$ cat config.mk
export PLATFORM = sky130hd
export DESIGN_NAME = key_decoder_flat
export DESIGN_NICKNAME = d
export VERILOG_FILES = /design/src/rtl/key_decoder_if.sv /design/src/rtl/key_decoder.sv /design/src/flat_wrapper.sv
export SDC_FILE = /design/constraint.sdc
export NUM_CORES = 1
export LEC_CHECK = 0
export CELL_PAD_IN_SITES_DETAIL_PLACEMENT = 1
export CELL_PAD_IN_SITES_GLOBAL_PLACEMENT = 1
export CORE_MARGIN = 8
export CORE_UTILIZATION = 48
export CTS_CLUSTER_SIZE = 16
export DETAILED_ROUTE_END_ITERATION = 6
export DONT_BUFFER_PORTS = 1
export GPL_TIMING_DRIVEN = 0
export PLACE_DENSITY = 0.9
export SYNTH_ARGS = -nofsm -noshare
export SYNTH_HDL_FRONTEND = slang
export SYNTH_SLANG_ARGS = --single-unit
$ cat constraint.sdc
create_clock -name clk -period 2.25 [get_ports clk]
set_input_delay 0.45 -clock clk [delete_from_list [all_inputs] [get_ports clk]]
set_output_delay 0.45 -clock clk [all_outputs]
set_load 0.02 [all_outputs]
$ cat src/rtl/key_decoder_if.sv
// Signal bundle between the keypad encoder side and the key decoder back end.
// The slave modport is the decoder's view; the master modport is the driver's view.
interface key_decoder_if;
  logic [3:0]  L;
  logic        GS;
  logic        clr;
  logic        key_valid;
  logic        err;
  logic [3:0]  key_code;
  logic [9:0]  Y_n;
  logic [15:0] digits;
  logic [1:0]  state;

  modport slave (
    input  L,
    input  GS,
    input  clr,
    output key_valid,
    output err,
    output key_code,
    output Y_n,
    output digits,
    output state
  );

  modport master (
    output L,
    output GS,
    output clr,
    input  key_valid,
    input  err,
    input  key_code,
    input  Y_n,
    input  digits,
    input  state
  );
endinterface

$ cat src/rtl/key_decoder.sv
// Debounces keypad press/release, pulses key_valid/err on each accepted press,
// and keeps the one-hot lamp decode and a 4-digit BCD entry register.
module key_decoder #(
  parameter int DEBOUNCE_CYC = 4
) (
  input  logic          clk,
  input  logic          rst_n,
  key_decoder_if.slave  kif
);

  typedef enum logic [1:0] {
    IDLE       = 2'd0,
    DB_PRESS   = 2'd1,
    PRESSED    = 2'd2,
    DB_RELEASE = 2'd3
  } state_e;

  localparam logic [7:0] DB_LIMIT = 8'(DEBOUNCE_CYC);

  state_e      state_q,     state_d;
  logic [3:0]  cand_q,      cand_d;
  logic [7:0]  cnt_q,       cnt_d;
  logic        key_valid_q, key_valid_d;
  logic        err_q,       err_d;
  logic [3:0]  key_code_q,  key_code_d;
  logic [9:0]  y_n_q,       y_n_d;
  logic [15:0] digits_q,    digits_d;
  logic [7:0]  cnt_inc;

  assign cnt_inc = cnt_q + 8'd1;

  always_ff @(posedge clk or negedge rst_n) begin
    if (!rst_n) begin
      state_q     <= IDLE;
      cand_q      <= 4'd0;
      cnt_q       <= 8'd0;
      key_valid_q <= 1'b0;
      err_q       <= 1'b0;
      key_code_q  <= 4'd0;
      y_n_q       <= 10'h3FF;
      digits_q    <= 16'h0000;
    end else begin
      state_q     <= state_d;
      cand_q      <= cand_d;
      cnt_q       <= cnt_d;
      key_valid_q <= key_valid_d;
      err_q       <= err_d;
      key_code_q  <= key_code_d;
      y_n_q       <= y_n_d;
      digits_q    <= digits_d;
    end
  end

  always_comb begin
    state_d     = state_q;
    cand_d      = cand_q;
    cnt_d       = cnt_q;
    key_valid_d = 1'b0;
    err_d       = 1'b0;
    key_code_d  = key_code_q;
    y_n_d       = y_n_q;
    digits_d    = digits_q;

    // Clear lands first so a coinciding accept builds on the cleared entry state.
    if (kif.clr) begin
      key_code_d = 4'd0;
      y_n_d      = 10'h3FF;
      digits_d   = 16'h0000;
    end

    unique case (state_q)
      IDLE: begin
        if (kif.GS) begin
          cand_d  = kif.L;
          cnt_d   = 8'd1;
          state_d = DB_PRESS;
        end
      end

      DB_PRESS: begin
        if (!kif.GS) begin
          state_d = IDLE;
        end else if (kif.L != cand_q) begin
          cand_d = kif.L;
          cnt_d  = 8'd1;
        end else begin
          cnt_d = cnt_inc;
          if (cnt_inc == DB_LIMIT) begin
            state_d = PRESSED;
            if (cand_q <= 4'd9) begin
              key_valid_d = 1'b1;
              key_code_d  = cand_q;
              y_n_d       = ~(10'd1 << cand_q);
              digits_d    = {digits_d[11:0], cand_q};
            end else begin
              err_d = 1'b1;
            end
          end
        end
      end

      PRESSED: begin
        // Code changes while held are ignored: a roll gives nothing until release.
        if (!kif.GS) begin
          cnt_d   = 8'd1;
          state_d = DB_RELEASE;
        end
      end

      DB_RELEASE: begin
        if (kif.GS) begin
          state_d = PRESSED;
        end else begin
          cnt_d = cnt_inc;
          if (cnt_inc == DB_LIMIT) begin
            state_d = IDLE;
            y_n_d   = 10'h3FF;
          end
        end
      end

      default: state_d = IDLE;
    endcase
  end

  assign kif.key_valid = key_valid_q;
  assign kif.err       = err_q;
  assign kif.key_code  = key_code_q;
  assign kif.Y_n       = y_n_q;
  assign kif.digits    = digits_q;
  assign kif.state     = state_q;

endmodule

$ cat src/flat_wrapper.sv
// flat-port wrapper written by rule: the top's interface ports become plain ports
module key_decoder_flat 
#(
  parameter int DEBOUNCE_CYC = 4
)
  (clk, rst_n, kif_L, kif_GS, kif_clr, kif_key_valid, kif_err, kif_key_code, kif_Y_n, kif_digits, kif_state);
  key_decoder_if kif_i ();
  input  logic clk;
  input  logic rst_n;
  input wire logic [$bits(kif_i.L)-1:0] kif_L;
  input wire logic [$bits(kif_i.GS)-1:0] kif_GS;
  input wire logic [$bits(kif_i.clr)-1:0] kif_clr;
  output wire logic [$bits(kif_i.key_valid)-1:0] kif_key_valid;
  output wire logic [$bits(kif_i.err)-1:0] kif_err;
  output wire logic [$bits(kif_i.key_code)-1:0] kif_key_code;
  output wire logic [$bits(kif_i.Y_n)-1:0] kif_Y_n;
  output wire logic [$bits(kif_i.digits)-1:0] kif_digits;
  output wire logic [$bits(kif_i.state)-1:0] kif_state;
  assign kif_i.L = kif_L;
  assign kif_i.GS = kif_GS;
  assign kif_i.clr = kif_clr;
  assign kif_key_valid = kif_i.key_valid;
  assign kif_err = kif_i.err;
  assign kif_key_code = kif_i.key_code;
  assign kif_Y_n = kif_i.Y_n;
  assign kif_digits = kif_i.digits;
  assign kif_state = kif_i.state;
  key_decoder #(.DEBOUNCE_CYC(DEBOUNCE_CYC)) u_core (.clk(clk), .rst_n(rst_n), .kif(kif_i));
endmodule
==> results of run 1 <==
-- worst max-delay path: stages, from the launching register on --
cell and delay, ps:
dfrtp_2 490, ha_2 260, xnor2_1 140, and4b_1 290
nand4_2 220, buf_2 260, nor3_1 290, o22ai_1 120
-- power breakdown --
group	switching, W	leakage, nW	total (W)	internal [W]
logic	0.000127	0.411	0.000191	0.0000640
registers	0.0000322	0.592	0.000882	0.000849
clock network	0.000306	0.0441	0.000525	0.000219
total	0.000465	1.05	0.00160	0.00113
-- kinds of logic (layout without fill, tap and decap cells) --
group,after synthesis,in the layout,synth area share [%]
compound gates,77,77,20.8
xor+xnor,8,8,2.87
fa+ha+maj,2,2,1.03
buf+inv,21,30,4.31
flops,46,46,47.7
mux,3,3,1.23
simple gates,103,103,22.1
-- layout by cell type, fill, tap and decap left out, drive strengths merged, types with 2 or more instances in the layout --
cell / instances
mux2i: 3
nor3: 4
dfrtp: 36
xnor2: 6
nand2: 24
nand3b: 2
o22ai: 3
inv: 3
a311oi: 4
ha: 2
o21ai: 23
xor2: 2
nor2b: 4
a22oi: 2
nand4: 7
a211oi: 3
dfstp: 10
buf: 11
a31oi: 2
a21oi: 21
nand3: 21
and2: 2
a22o: 11
or2: 3
clkinv: 2
or3: 2
nor4: 4
and3: 3
clkbuf: 12
nor2: 22
-- path summary, 6_finish.rpt --
| check | end | slack (ps) | startpoint | depth (start not counted) |
|---|---|---|---|---|
| hold / removal | u_core.cand_q[2] | 250 | kif_L[2] | 2 |
| max in group asynchronous | u_core.kif.Y_n[3] | 1320 | rst_n | 2 |
| min in group asynchronous | u_core.cnt_q[6] | 650 | rst_n | 2 |
| setup reg to reg | u_core.kif.Y_n[0] | 90 | u_core.cnt_q[0] | 7 |
| setup / recovery | u_core.kif.Y_n[0] | 90 | u_core.cnt_q[0] | 7 |
| hold reg to reg | u_core.cnt_q[6] | 520 | u_core.cnt_q[6] | 1 |
-- layer usage --
metal	up-vias	share of wire, %	global-route usage (%)
met5	-	0	0
met4	0	1.1	4.69
met3	7	5.6	5.09
met2	41	48	29.8
met1	1045	45	24.5
li1	969	-	-
-- state kept, by name, summed over array words and instances, names as in the netlist, named ones only --
| name | flops |
|---|---|
| u_core.kif.err | 1 |
| u_core.kif.digits | 16 |
| u_core.kif.key_code | 4 |
| u_core.cnt_q | 8 |
| u_core.kif.key_valid | 1 |
| u_core.kif.state | 1 |
| u_core.cand_q | 4 |
| u_core.kif.Y_n | 10 |
-- stage by stage --
stage	total power, W	setup WS (ps)
final	0.00160	93.2
after global routing	0.00166	6.88
after CTS	0.00160	0.667
after detailed placement	0.00106	-101
after global placement	0.00105	33.1
after floorplan	0.00101	321
-- timing repair --
| item | CTS | global route |
|---|---|---|
| endpoints found under the setup margin | 12 | 16 |
| hold buffers | 2 | 0 |
| hold endpoints to repair | 46 | 0 |
| cloned | 0 | 0 |
| gates resized for setup | 5 | 9 |
-- final cells by class --
| class | instances | area share, % |
|---|---|---|
| sequential | 46 | 43.6 |
| clock buffer | 5 | 2.57 |
| multi-input combinational | 193 | 44.3 |
| tap | 70 | 3.27 |
| timing repair buffer | 2 | 1.40 |
| clock inverter | 3 | 0.795 |
| buffer | 17 | 3.60 |
| inverter | 3 | 0.421 |
==> flow_metrics.env, run 1 <==
export IMPL_run_status="complete, no violations"
export IMPL_layoutNonFillerInstCount=339
export IMPL_clk_pin_slew_ps=90
export IMPL_avgViaCountPerCell=6.08
export IMPL_synth_edf_count=0
export IMPL_place_congestion=0.832
export IMPL_yosysTopAreaCellShare_pct=36.9
export IMPL_cts_made_buffers=5
export IMPL_tightest_slew_ps=544
export IMPL_die_x_um=87.3
export IMPL_vias=2062
export IMPL_diodes=0
export IMPL_htreeDepth=2
export IMPL_syn_num_nets=270
export IMPL_ys_top_cells_by_area="dfrtp_1 37%, dfstp_2 11%, nand3_1 4.3%, o21ai_0 4.1%, a22o_1 3.9%"
export IMPL_post_place_cells=330
export IMPL_fmax_ghz=0.464
export IMPL_root_buffer="clkbuf_8"
export IMPL_drt_iter0_drc=85
export IMPL_die_area_sq_um=7620
export IMPL_finalMaxSlewViolations=0
export IMPL_grt_util_all_layers_pct=18.8
export IMPL_hold_viol=0
export IMPL_synthDistinctLibCells=50
export IMPL_start_util_pct=48.7
export IMPL_fin_crit_sh_pct=95.9
export IMPL_cp_required_ps=2470
export IMPL_utilization_pct=53.4
export IMPL_drive_gt1_share_pct=18.2
export IMPL_critPathArrivalTime_ps=2380
export IMPL_synth_cells=260
export IMPL_relSlewSlack_pct=63.6
export IMPL_ant_nets=0
export IMPL_die_h_um=87.3
export IMPL_finClkSkew_ps=5.90
export IMPL_ys_ff_latch=46
export IMPL_cts_buffer_depth=2
export IMPL_fin_crit_ps=2160
export IMPL_grt_pass1_wl_mm=11.2
export IMPL_drcViolationCount=0
export IMPL_syn_cell_area_sq_um=2440
export IMPL_crit_type="flop to flop"
export IMPL_p_per_area_nw_per_um2=597
export IMPL_cts_setup_buffers=0
export IMPL_coreArea_sq_um=5010
export IMPL_yosysSeqAreaShare_pct=47.7
export IMPL_syn_to_final_growth_pct=9.64
export IMPL_ys_warn_count=0
export IMPL_drt_first_pass_iters=4
export IMPL_synth_commonest_cells="36 x dfrtp_1, 24 x nand2_1, 21 x nand3_1, 21 x nor2_1, 20 x o21ai_0"
export IMPL_gr_total_overflow=0
export IMPL_synth_ff_type="dfrtp_1"
export IMPL_seq_area_sq_um=1170
export IMPL_drv_cap=0
export IMPL_timing_setup_tns_ps=0
export IMPL_place_hpwl_mm=4.92
export IMPL_setup_viol=0
export IMPL_antenna_found_initial=0
export IMPL_holdWs_ps=254
export IMPL_critPathMaxFanout=10
export IMPL_cts_tree="yes"
export IMPL_drt_total_wl_mm=6.83
export IMPL_fillers=627
export IMPL_num_rows=26
export IMPL_pin_count=42
export IMPL_first_global_vias=2086
export IMPL_yosysMostFrequentCell="dfrtp_1"
export IMPL_crit_path_end_kind="flop"
export IMPL_cts_sinks=46
export IMPL_fin_area_sq_um=2680
export IMPL_irDropWorstVdd_mv=0.326
export IMPL_hold_path_class="input port to flop"
export IMPL_multi_input_area_sq_um=1190
export IMPL_leakage_nw=1.05
export IMPL_fin_nets=278
export IMPL_wl_per_cell_um=20.2
export IMPL_insertion_delay_ps=300
export IMPL_crit_path_start_kind="flop"
export IMPL_synth_top_area_cell="dfrtp_1"
export IMPL_postSynthAreaPerCell_sq_um=9.38
export IMPL_portBuffers=0
export IMPL_placed_area_sq_um=2530
export IMPL_grt_max_degree=47
export IMPL_grt_setup_unrepaired="false"
export IMPL_postSynth_asyncResetShare_pct=100
No activity file was read; power rests on OpenSTA's default activity.
==> run 2: changes to the inputs <==
--- a/config.mk
+++ b/config.mk
@@ -8,12 +8,12 @@
 export CELL_PAD_IN_SITES_DETAIL_PLACEMENT = 1
 export CELL_PAD_IN_SITES_GLOBAL_PLACEMENT = 1
 export CORE_MARGIN = 8
-export CORE_UTILIZATION = 48
+export CORE_UTILIZATION = 45
 export CTS_CLUSTER_SIZE = 16
 export DETAILED_ROUTE_END_ITERATION = 6
 export DONT_BUFFER_PORTS = 1
 export GPL_TIMING_DRIVEN = 0
-export PLACE_DENSITY = 0.9
+export PLACE_DENSITY = 0.86
 export SYNTH_ARGS = -nofsm -noshare
 export SYNTH_HDL_FRONTEND = slang
 export SYNTH_SLANG_ARGS = --single-unit
==> run 2 against run 1 <==
Net effect: die area increased by 5.4%; sequential share of layout area shrank 0.30 points; critical endpoint is now u_core.kif.digits[9]; largest power group unchanged; combinational power is essentially flat.
==> flow_metrics.env, run 2 (same netlist as run 1, synthesis figures left out) <==
export IMPL_run_status="complete, no violations"
export IMPL_fin_crit_ps=2140
export IMPL_setup_viol=0
export IMPL_wl_met1_mm=2.95
export IMPL_final_common_cell="dfrtp_1"
export IMPL_crit_path_start_kind="flop"
export IMPL_top_layer="met4"
export IMPL_holdWs_ps=252
export IMPL_crit_path_end_kind="flop"
export IMPL_fin_crit_sh_pct=95.1
export IMPL_start_util_pct=45.4
export IMPL_hold_viol=0
export IMPL_grt_max_degree=47
export IMPL_drt_first_pass_iters=4
export IMPL_clk_pin_slew_ps=90
export IMPL_antenna_found_initial=0
export IMPL_avgViaCountPerCell=6.03
export IMPL_num_rows=27
export IMPL_die_area_sq_um=8030
export IMPL_timing_setup_tns_ps=0
export IMPL_insertion_delay_ps=310
export IMPL_wl_per_cell_um=19.9
export IMPL_layout_common_cells="33 x dfrtp_1, 24 x nand2_1, 21 x nand3_1"
export IMPL_fin_nets=278
export IMPL_grt_util_all_layers_pct=18.3
export IMPL_fmax_ghz=0.467
export IMPL_wl_met3_um=435
export IMPL_grt_pass1_wl_mm=11.2
export IMPL_die_x_um=89.6
export IMPL_crit_type="flop to flop"
export IMPL_grt_setup_unrepaired="false"
export IMPL_largest_register_ffs=16
export IMPL_htreeDepth=2
export IMPL_tightest_slew_ps=560
export IMPL_drv_cap=0
export IMPL_syn_to_final_growth_pct=10.5
export IMPL_pin_count=42
export IMPL_irDropWorstVdd_mv=0.322
export IMPL_portBuffers=0
export IMPL_leakage_nw=1.06
export IMPL_ant_nets=0
export IMPL_drcViolationCount=0
export IMPL_drt_iter0_drc=121
export IMPL_hold_path_class="input port to flop"
export IMPL_critPathArrivalTime_ps=2360
export IMPL_relSlewSlack_pct=62.4
export IMPL_place_hpwl_mm=4.86
export IMPL_root_buffer="clkbuf_8"
export IMPL_p_per_area_nw_per_um2=630
export IMPL_drt_total_wl_mm=6.78
export IMPL_first_global_vias=2146
export IMPL_gr_total_overflow=0
export IMPL_critPathMaxFanout=10
export IMPL_fillers=626
export IMPL_coreArea_sq_um=5370
export IMPL_wl_met2_mm=3.31
export IMPL_cp_required_ps=2470
export IMPL_drive_gt1_share_pct=19.0
export IMPL_cts_made_buffers=5
export IMPL_die_h_um=89.6
export IMPL_finClkSkew_ps=8.29
export IMPL_utilization_pct=50.2
export IMPL_place_congestion=0.829
export IMPL_diodes=0
export IMPL_cts_sinks=46
export IMPL_finalMaxSlewViolations=0
export IMPL_cts_tree="yes"
export IMPL_cts_buffer_depth=2
export IMPL_vias=2055
export IMPL_cts_setup_buffers=0
## run 2: worst max-delay path, cell delays in order, from the launching register on
cell and delay, ps:
dfrtp_2 480, ha_2 260, xnor2_1 150, and4b_1 290, and4_4 240, buf_6 140
buf_2 240, nand3_1 100, a21oi_1 170
## run 2: path summary, 6_finish.rpt
path | from | end | slack [ps] | cells past startpoint
max in group asynchronous | rst_n | u_core.kif.Y_n[1] | 1290 | 2
max reg2reg | u_core.cnt_q[0] | u_core.kif.digits[9] | 110 | 8
min | kif_L[0] | u_core.cand_q[0] | 250 | 2
min reg2reg | u_core.cnt_q[7] | u_core.cnt_q[7] | 510 | 1
max | u_core.cnt_q[0] | u_core.kif.digits[9] | 110 | 8
min in group asynchronous | rst_n | asynchronous set/reset pin | 670 | 2
## run 2: layer usage
layer / track usage [%] / up-vias
met3: 4.91 / 7
met2: 27.7 / 39
met1: 24.2 / 1039
li1: - / 970
met5: 0 / -
met4: 7.10 / 0
## run 2: final cells by class
type,instances,area [sq um],share of cell area [%]
flip-flops and latches,46,1170,43.3
clock inverters,3,43.8,1.62
inverters,3,11.3,0.418
well taps,72,90.1,3.34
plain buffers,17,92.6,3.43
repair buffers,2,37.5,1.39
clock buffers,5,68.8,2.55
multi-input cells,193,1180,43.9
## run 2: power by group
group          switching, W  leakage (nW)  internal (W)
Clock              0.000295        0.0585      0.000333
Combinational      0.000126         0.413     0.0000641
Sequential        0.0000318         0.590      0.000849
## run 2: stage by stage
| step | worst slack [ps] | total power [W] | instance area [sq um] | instances |
|---|---|---|---|---|
| global route | 0.252 | 0.00177 | 2700 | 341 |
| CTS | 15.2 | 0.00172 | 2680 | 342 |
| floorplan | 321 | 0.00101 | 2440 | 260 |
| global placement | -41.2 | 0.00105 | 2530 | 332 |
| detailed placement | -120 | 0.00106 | 2530 | 332 |
| finish | 109 | 0.00170 | 2700 | 341 |
## run 2: timing repair
item / in CTS / in global routing
endpoints found under the setup margin: 10 / 26
gates cloned: 0 / 0
hold buffers: 2 / 0
pin swaps: 0 / 0
endpoints found under the hold margin: 46 / 0
gates resized for setup: 2 / 10
==> run 3: changes to the inputs <==
--- a/config.mk
+++ b/config.mk
@@ -13,7 +13,7 @@
 export DETAILED_ROUTE_END_ITERATION = 6
 export DONT_BUFFER_PORTS = 1
 export GPL_TIMING_DRIVEN = 0
-export PLACE_DENSITY = 0.86
+export PLACE_DENSITY = 0.75
 export SYNTH_ARGS = -nofsm -noshare
 export SYNTH_HDL_FRONTEND = slang
 export SYNTH_SLANG_ARGS = --single-unit
==> run 3 against run 2 <==
Net effect: clock skew is 5.8 ps lower; register-to-register slack better by 20 ps; worst setup slack better by 18 ps; clock-buffer cell count is 1 higher; critical path type unchanged; critical endpoint is now u_core.kif.Y_n[8]; largest power group unchanged.
==> flow_metrics.env, run 3 (same netlist as run 1, synthesis figures left out) <==
export IMPL_grt_util_all_layers_pct=17.8
export IMPL_cts_buffer_depth=2
export IMPL_fmax_ghz=0.471
export IMPL_vias=2034
export IMPL_hold_viol=0
export IMPL_diodes=0
export IMPL_gr_total_overflow=0
export IMPL_fillers=639
export IMPL_cts_tree="yes"
export IMPL_cpPeakStageDelay_ps=470
export IMPL_irDropWorstVdd_mv=0.300
export IMPL_place_congestion=0.792
export IMPL_clk_pin_slew_ps=90
export IMPL_setup_viol=0
export IMPL_layout_common_cells="34 x dfrtp_1, 24 x nand2_1, 21 x nand3_1"
export IMPL_critPathArrivalTime_ps=2340
export IMPL_crit_path_end_kind="flop"
export IMPL_place_hpwl_mm=4.84
export IMPL_die_x_um=89.6
export IMPL_multi_input_area_sq_um=1190
export IMPL_crit_path_start_kind="flop"
export IMPL_syn_to_final_growth_pct=11.1
export IMPL_drt_first_pass_iters=4
export IMPL_die_area_sq_um=8030
export IMPL_timing_setup_tns_ps=0
export IMPL_critPathMaxFanout=10
export IMPL_root_buffer="clkbuf_8"
export IMPL_drt_total_wl_mm=6.80
export IMPL_cts_made_buffers=5
export IMPL_start_util_pct=45.4
export IMPL_insertion_delay_ps=300
export IMPL_final_common_cell="dfrtp_1"
export IMPL_grt_max_degree=47
export IMPL_crit_type="flop to flop"
export IMPL_antenna_found_initial=0
export IMPL_ant_nets=0
export IMPL_pin_count=42
export IMPL_hold_path_class="input port to flop"
export IMPL_drt_iter0_drc=67
export IMPL_post_place_cells=332
export IMPL_fin_nets=279
export IMPL_largest_register_ffs=16
export IMPL_drive_gt1_share_pct=18.1
export IMPL_fin_crit_sh_pct=94.3
export IMPL_layoutNonFillerInstCount=342
export IMPL_avgViaCountPerCell=5.95
export IMPL_first_global_vias=2141
export IMPL_cts_sinks=46
export IMPL_drcViolationCount=0
export IMPL_tightest_slew_ps=572
export IMPL_utilization_pct=50.5
export IMPL_portBuffers=0
export IMPL_leakage_nw=1.07
export IMPL_run_status="complete, no violations"
export IMPL_num_rows=27
export IMPL_holdWs_ps=247
export IMPL_cp_required_ps=2470
export IMPL_seq_area_sq_um=1170
export IMPL_grt_pass1_wl_mm=11.0
export IMPL_drv_cap=0
export IMPL_finClkSkew_ps=2.47
export IMPL_cpMaxStageDelayCell="dfrtp_2"
export IMPL_crit_chain="ha_2, xnor2_1, and4b_2, nand4_4, buf_4, o32ai_1, o21ai_1"
export IMPL_relSlewSlack_pct=61.6
export IMPL_wl_per_cell_um=19.9
export IMPL_die_h_um=89.6
export IMPL_htreeDepth=2
export IMPL_p_per_area_nw_per_um2=624
export IMPL_fin_crit_ps=2120
export IMPL_finalMaxSlewViolations=0
export IMPL_coreArea_sq_um=5370
run 3: timing repair:
| action | CTS | global route |
|---|---|---|
| endpoints found under the hold margin | 46 | 0 |
| setup endpoints to repair | 10 | 26 |
| hold buffers | 2 | 0 |
| setup buffers | 0 | 0 |
| gates resized for setup | 2 | 15 |
run 3: critical path, delay by kind of cell (launching register included):
| kind | cells | cell delay (ps) |
|---|---|---|
| AO/OA/AOI/OAI | 2 | 450 |
| adder cells (fa/ha/maj) | 1 | 250 |
| buffers and inverters | 1 | 230 |
| AND/OR/NAND/NOR | 2 | 490 |
| flip-flops | 1 | 470 |
| XOR/XNOR | 1 | 150 |
run 3: final cells by class:
cell class                      instances  area share, %
Sequential cell                        46           43.0
Multi-Input combinational cell        193           44.1
Tap cell                               72           3.32
Inverter                                3          0.415
Buffer                                 18           3.74
Timing Repair Buffer                    2           1.38
Clock buffer                            6           2.68
Clock inverter                          2           1.38
run 3: per-stage QoR:
stage / worst slack, ps / power [W] / instance area [sq um]
floorplan: 321 / 0.00101 / 2440
global placement: 2.53 / 0.00106 / 2530
detailed placement: -25.9 / 0.00106 / 2530
CTS: 0.334 / 0.00172 / 2680
global route: -4.02 / 0.00176 / 2710
finish: 127 / 0.00169 / 2710
run 3: path summary, 6_finish.rpt:
kind / startpoint / endpoint / slack, ps / depth (start not counted)
max in group asynchronous: rst_n / u_core.kif.Y_n[8] / 1340 / 2
hold / removal: kif_L[3] / u_core.cand_q[3] / 250 / 2
min in group asynchronous: rst_n / u_core.cand_q[2] / 640 / 2
hold reg to reg: u_core.cnt_q[6] / u_core.cnt_q[6] / 520 / 1
setup / recovery: u_core.cnt_q[0] / u_core.kif.Y_n[8] / 130 / 7
setup reg to reg: u_core.cnt_q[0] / u_core.kif.Y_n[8] / 130 / 7
run 3: layer usage:
layer / track usage, % / part of all wire, % / wire [um]
met5: 0 / 0 / 0
met2: 29.7 / 51 / 3440
met4: 4.53 / 1.0 / 70
met3: 6.01 / 6.5 / 442
met1: 21.4 / 42 / 2850
run 3: report_power, final:
part | total, W | switching [W] | internal [W]
Combinational | 0.000193 | 0.000129 | 0.0000642
Sequential | 0.000879 | 0.0000298 | 0.000849
Clock | 0.000621 | 0.000289 | 0.000332
Total | 0.00169 | 0.000448 | 0.00125
